===== src/rtl/instr_cache.sv =====
// ---------------------------------------------------------------------------
// instr_cache -- direct-mapped, read-only instruction cache for the IF stage.
//
// A hit returns one 32-bit bundle per cycle ([31:16] mem slot, [15:0] alu
// slot). A miss holds hit low while the whole line is refilled, one word at a
// time, from backing memory. The IF stage stalls the PC while hit==0.
//
// Optional feature: define ICACHE_STATS_EN to add the saturating hit_count and
// miss_count outputs. When it is not defined those ports do not exist.
//
// Ports
//   clk          in   rising-edge clock
//   reset        in   asynchronous, active-low reset
//   pc           in   fetch address (pc[1:0] ignored)
//   invalidate   in   one-cycle pulse that clears every valid bit
//   hit          out  instr2Word is valid for the current pc
//   instr2Word   out  fetched bundle (0 when hit==0)
//   mem_req      out  backing-memory read request
//   mem_addr     out  word-aligned refill address
//   mem_rdata    in   refill data, sampled when mem_req & mem_ack
//   mem_ack      in   acknowledge; consumes the request and returns data
//   dbgState     out  current FSM state (IDLE=0, REFILL=1, FILL_DONE=2)
//   hit_count    out  (ICACHE_STATS_EN) IDLE cycles with hit==1
//   miss_count   out  (ICACHE_STATS_EN) IDLE->REFILL transitions
//
// Handshake: a word transfers on every rising edge where mem_req and mem_ack
// are both 1. mem_req/mem_addr only change on such an edge (or by reset), so
// exactly one request is outstanding; mem_ack while mem_req==0 is ignored.
// ---------------------------------------------------------------------------
module instr_cache #(
    parameter int LINES          = 16,
    parameter int WORDS_PER_LINE = 4
) (
    input  logic        clk,
    input  logic        reset,
    input  logic [31:0] pc,
    input  logic        invalidate,
    output logic        hit,
    output logic [31:0] instr2Word,
    output logic        mem_req,
    output logic [31:0] mem_addr,
    input  logic [31:0] mem_rdata,
    input  logic        mem_ack,
    output logic [1:0]  dbgState
`ifdef ICACHE_STATS_EN
    ,
    output logic [31:0] hit_count,
    output logic [31:0] miss_count
`endif
);

    localparam int WB   = $clog2(WORDS_PER_LINE);
    localparam int IB   = $clog2(LINES);
    localparam int OFF  = 2 + WB;
    localparam int TAGW = 32 - OFF - IB;

    typedef enum logic [1:0] {
        IDLE      = 2'd0,
        REFILL    = 2'd1,
        FILL_DONE = 2'd2
    } stateT;

    stateT             state;
    logic [LINES-1:0]  valid;
    logic [TAGW-1:0]   lineTag;
    logic [IB-1:0]     lineIdx;
    logic [WB-1:0]     wordCnt;
    logic              poisoned;

    // Storage arrays are deliberately left without reset; valid gates them.
    logic [TAGW-1:0]   tagMem  [LINES];
    logic [31:0]       dataMem [LINES][WORDS_PER_LINE];

    logic [TAGW-1:0]   pcTag;
    logic [IB-1:0]     pcIdx;
    logic [WB-1:0]     pcWord;
    logic [1:0]        unusedPcBits;
    logic              lookupHit;
    logic              ackFire;
    logic              lastWord;

    assign pcTag        = pc[31:OFF+IB];
    assign pcIdx        = pc[OFF+IB-1:OFF];
    assign pcWord       = pc[OFF-1:2];
    assign unusedPcBits = pc[1:0];

    // Lookup is only meaningful in IDLE; REFILL and FILL_DONE always report a miss.
    assign lookupHit  = (state == IDLE) && valid[pcIdx] && (tagMem[pcIdx] == pcTag);
    assign hit        = lookupHit;
    assign instr2Word = lookupHit ? dataMem[pcIdx][pcWord] : 32'd0;

    assign ackFire  = mem_req & mem_ack;
    assign lastWord = (wordCnt == WB'(WORDS_PER_LINE - 1));

    // Built from registers only, so it is stable for the whole wait on an ack.
    assign mem_addr = {lineTag, lineIdx, wordCnt, 2'b00};
    assign dbgState = state;

    always_ff @(posedge clk or negedge reset) begin
        if (!reset) begin
            state    <= IDLE;
            valid    <= '0;
            mem_req  <= 1'b0;
            lineTag  <= '0;
            lineIdx  <= '0;
            wordCnt  <= '0;
            poisoned <= 1'b0;
        end else begin
            case (state)
                IDLE: begin
                    if (!lookupHit) begin
                        lineTag  <= pcTag;
                        lineIdx  <= pcIdx;
                        wordCnt  <= '0;
                        poisoned <= 1'b0;
                        mem_req  <= 1'b1;
                        state    <= REFILL;
                    end
                end
                REFILL: begin
                    // An invalidate seen while the line is in flight means the
                    // data may be stale: finish the burst but never mark it valid.
                    if (invalidate) begin
                        poisoned <= 1'b1;
                    end
                    if (ackFire) begin
                        wordCnt <= wordCnt + WB'(1);
                        if (lastWord) begin
                            mem_req <= 1'b0;
                            state   <= FILL_DONE;
                            if (!poisoned && !invalidate) begin
                                valid[lineIdx] <= 1'b1;
                            end
                        end
                    end
                end
                FILL_DONE: begin
                    state <= IDLE;
                end
                default: begin
                    state <= IDLE;
                end
            endcase
            // Placed last so it overrides any valid bit set in the same cycle.
            if (invalidate) begin
                valid <= '0;
            end
        end
    end

    always_ff @(posedge clk) begin
        if (ackFire) begin
            dataMem[lineIdx][wordCnt] <= mem_rdata;
            if (lastWord) begin
                tagMem[lineIdx] <= lineTag;
            end
        end
    end

`ifdef ICACHE_STATS_EN
    always_ff @(posedge clk or negedge reset) begin
        if (!reset) begin
            hit_count  <= 32'd0;
            miss_count <= 32'd0;
        end else if (invalidate) begin
            hit_count  <= 32'd0;
            miss_count <= 32'd0;
        end else begin
            if (lookupHit && (hit_count != 32'hFFFF_FFFF)) begin
                hit_count <= hit_count + 32'd1;
            end
            if ((state == IDLE) && !lookupHit && (miss_count != 32'hFFFF_FFFF)) begin
                miss_count <= miss_count + 32'd1;
            end
        end
    end
`endif

endmodule


===== config.mk =====
export PLATFORM = sky130hd
export DESIGN_NAME = instr_cache
export DESIGN_NICKNAME = d
export VERILOG_FILES = /design/src/rtl/instr_cache.sv
export SDC_FILE = /design/constraint.sdc
export NUM_CORES = 2
export LEC_CHECK = 0
export BUFFER_PORTS_ARGS = -buffer_cell sky130_fd_sc_hd__buf_4
export CORE_MARGIN = 2
export CORE_UTILIZATION = 56
export CTS_CLUSTER_DIAMETER = 80
export DETAILED_ROUTE_END_ITERATION = 8
export MAX_ROUTING_LAYER = met4
export PLACE_DENSITY = 0.75
export SLEW_MARGIN = 20
export SYNTH_ARGS = -nofsm -noshare
export SYNTH_HDL_FRONTEND = slang
export SYNTH_SLANG_ARGS = --single-unit

===== constraint.sdc =====
create_clock -name clk -period 3.8 [get_ports clk]
set_input_delay 0.57 -clock clk [delete_from_list [all_inputs] [get_ports clk]]
set_output_delay 0.57 -clock clk [all_outputs]
set_load 0.005 [all_outputs]

==> summary.md <==
| Metric | Value |
|---|---|
| Num rows | 151 |
| Met3 Usage GRT | 4.60% |
| CTS tree | done |
| Mapped cell area | 95,600 um2 |
| Met2 GRT Util | 46.0% |
| Drt pass-1 iters | 5 |
| Layout Skew | 0.0345 ns |
| # IOs | 136 |
| Max cap viols | 0 |
| H-Tree Depth | 4 |
| Crit Path Category | reg2out |
| Die footprint | 174,000 um2 |
| Dpl cell area | 102,000 um2 |
| Slew HR | 29.1% |
| GRT busiest layer | met2 |
| GR Util met1 | 38.9% |
| Endpoints failing hold | 0 |
| Final setup violation count | 33 |
| Fill cells | 10,200 |
| Adder-Cell Fraction of Synth Area | 0.0524% |
| Post-synth top area share | 76.4% |
| GP Congestion | 0.826 |
| Worst Hold Class | in2reg |
| CP required | 3.23 ns |
| Post-DR vias/cell | 6.83 |
| Number of flops mapped to enable cells by yosys | 2,432 |
| Die height | 417 um |
| FF+latch count, synth | 2,482 |
| Initial core utilization | 56.4% |
| Synth Area in XOR/XNOR | 0.275% |
| Synth Instances | 3,950 |
| Ranking of synthesized cells by area | edfxtp_1 (76%), mux4_2 (17%), dfrtp_1 (1.3%) |
| Drt first-iter violations | 6,293 |
| Routed wire per std cell | 35.6 um |
| Status | finished, violations left |
| Layout Area Growth over Synthesis | 14.8% |
| Slew Limit Fails | 0 |
| Post-Layout Cell Count | 6,788 |
| Setup TNS | -34.50 ns |
| Int Power | 43.8 mW |
| Fmax | 201 MHz |
| Grt ovf | 0 |
| Final Cell Area | 110,000 um2 |
| Worst-path fanout max | 6 |
| Asr flop ratio synth | 2.01% |
| Initial antenna violation count | 7 |
| Synth Area in Simple Gates | 1.15% |
| DRT antenna net count | 0 |
| Comb pwr share | 4.2% |
| Synth Warn # | 0 |
| Pwr dens | 501 nW/um2 |
| Critical Path AT | 4.41 ns |
| Cell accounting for the most synthesized area | edfxtp_1 |
| Chip width | 417 um |
| Placed Instances | 6,335 |
| Largest family of logic cells by synthesized area | multiplexers |
| Final nets | 4,447 |
| Proportion of synthesized area in mux cells | 18.5% |
| Sequential Power Share | 54.4% |
| P_sw | 11.2 mW |
| Syn avg cell area | 24.2 um2 |
| DRC viols | 0 |
| Failing checks | setup timing |
| Smallest hold slack | 0.102 ns |
| Fin worst setup slack | -1.18 ns |
| Clock power frac | 41.3% |
| Latest clock arrival within the worst-skew pair | 0.87 ns |
| Leading cell type in the layout, fill and taps excluded | edfxtp_1 |
| RSZ-0062 raised after global routing | yes |
| Maximum vdd drop | 466 uV |
| Vias in the first global route | 46,800 |
| Largest net degree at the start of global routing | 127 |
| Final Critical Period | 4.98 ns |
| Leak | 35.7 nW |
| CTS Buffer Depth | 3 |
| Post-synthesis sequential area ratio | 77.7% |
| Total power | 55.0 mW |
| Total CTS buffers | 224 |
| Core area | 169,000 um2 |
| Final worst path period share | 131% |
| Routed Wire Length | 241,000 um |
| Via Count | 46,300 |
| Top_reg_cell synth | edfxtp_1 |
| Share of cells above drive strength 1 | 35.1% |
| Sw Share | 20.4% |
| Synth cell types | 67 |
| Root buf cell | clkbuf_16 |
| Clock sinks | 2,482 |
| Dpl hpwl | 124,000 um |
| Slew @ Worst Pin | 1.06 ns |
| # port buffers | 131 |
| Synth Area in Compound Gates | 1.06% |
| Reg clk slew, reported paths | 0.06 ns |
| Most frequent cells in the layout | edfxtp_1 (2,432), mux4_2 (740), buf_4 (301), clkbuf_16 (228), buf_12 (79) |
| Setup crit end kind | output pin |
| Critical Path Source Type | flop |
| GRT Util Overall | 29.0% |
| First-pass GRT wire length | 345,000 um |
[worst paths after layout]
path	from	endpoint	slack, ns	cells past startpoint
max reg2reg	tagMem[15][19]	lineTag[21]	0.19	11
min	pc[9]	lineTag[1]	0.10	3
max in group asynchronous	reset	mem_req	2.87	2
min in group asynchronous	reset	lineTag[3]	0.33	2
min reg2reg	poisoned	poisoned	0.50	1
max	tagMem[15][19]	instr2Word[9]	-1.18	11
[per-layer routing]
metal | part of all wire (%) | routed length [um]
met4 | 3.7 | 9030
met1 | 36 | 86900
met2 | 50 | 121000
met5 | 0 | 0
met3 | 10 | 24100
[cell type report]
class / instances / area (um2) / area share, %
well taps: 2218 / 2780 / 2.53
clock buffers: 278 / 5970 / 5.44
clock inverters: 137 / 1460 / 1.33
inverters: 16 / 72.6 / 0.0661
multi-input cells: 1236 / 20900 / 19.1
diodes: 6 / 15.0 / 0.0137
repair buffers: 415 / 4240 / 3.86
flip-flops and latches: 2482 / 74300 / 67.7
[sequential cells by signal (all words and copies together), names as in the netlist]
name      flops
tagMem      384
poisoned      1
dbgState      2
mem_req       1
wordCnt       2
lineIdx       4
lineTag      24
dataMem    2048
valid        16
[critical path, cell delays in order, from the launching register on]
cell       delay, ns
edfxtp_1        0.40
mux4_2          0.48
mux4_2          0.51
xnor2_2         0.17
o2111ai_2       0.20
nor4_2          0.31
o2111ai_2       0.23
or2_4           0.37
buf_12          0.18
buf_4           0.14
a211oi_4        0.34
buf_4           0.19
[cells by family (layout without fill, tap and decap cells)]
family | count (synthesis) | after routing
xor gates and xnor gates | 30 | 30
DFF | 2482 | 2482
muxes | 837 | 837
AOI/OAI and AO/OA | 131 | 131
buffers and inverters | 233 | 846
adders and majority gates | 4 | 4
and+or+nand+nor | 232 | 232
other | 1 | 8
[synth_stat cells, types with 3 or more instances]
library cell and number:
mux2_2 30, ha_1 4, and2_1 26, buf_4 20
nor3_1 9, clkbuf_1 81, a31oi_1 11, o211ai_1 3
a311oi_1 11, nor2b_1 21, nand3_1 14, or3_1 3
mux2i_1 58, a211oi_1 32, nand2b_1 4, a21oi_1 7
edfxtp_1 2432, a22oi_1 5, nor2_1 90, and3_1 3
mux2_4 9, o22ai_1 5, o31a_1 3, buf_1 20
dfrtp_1 50, nand4_1 3, xor2_1 10, o32ai_1 3
buf_6 10, xnor2_1 20, a41oi_1 7, inv_1 14
buf_2 85, o21ai_0 10, a221oi_1 3, o2111ai_1 4
nand2_1 46, a22o_1 6, mux4_2 740, o21a_1 3
a32oi_1 3
[power by group through the flow]
stage / Clock, mW / Combinational, mW / Sequential, mW
final: 22.7 / 2.33 / 30.0
after global routing: 23.9 / 2.45 / 29.9
after detailed placement: 0 / 2.26 / 30.5
after CTS: 23.0 / 2.32 / 30.0
after global placement: 0 / 2.21 / 30.5
after floorplan: 0 / 1.36 / 30.5
[stage by stage]
step | setup slack [ns] | utilization, %
finish | -1.18 | 64.8
global route | -1.27 | 64.8
CTS | -1.20 | 64.7
detailed placement | -1.23 | 60.0
global placement | -1.16 | 60.0
floorplan | -0.195 | -
[timing repair]
action | in CTS | in global routing
pin swaps | 7 | 4
cloned | 0 | 1
buffers inserted | 5 | 3
endpoints found under the setup margin | 34 | 33
hold endpoints to repair | 87 | 0
hold buffers | 23 | 0
gates resized for setup | 24 | 16
(Power assumes the default switching activity.)
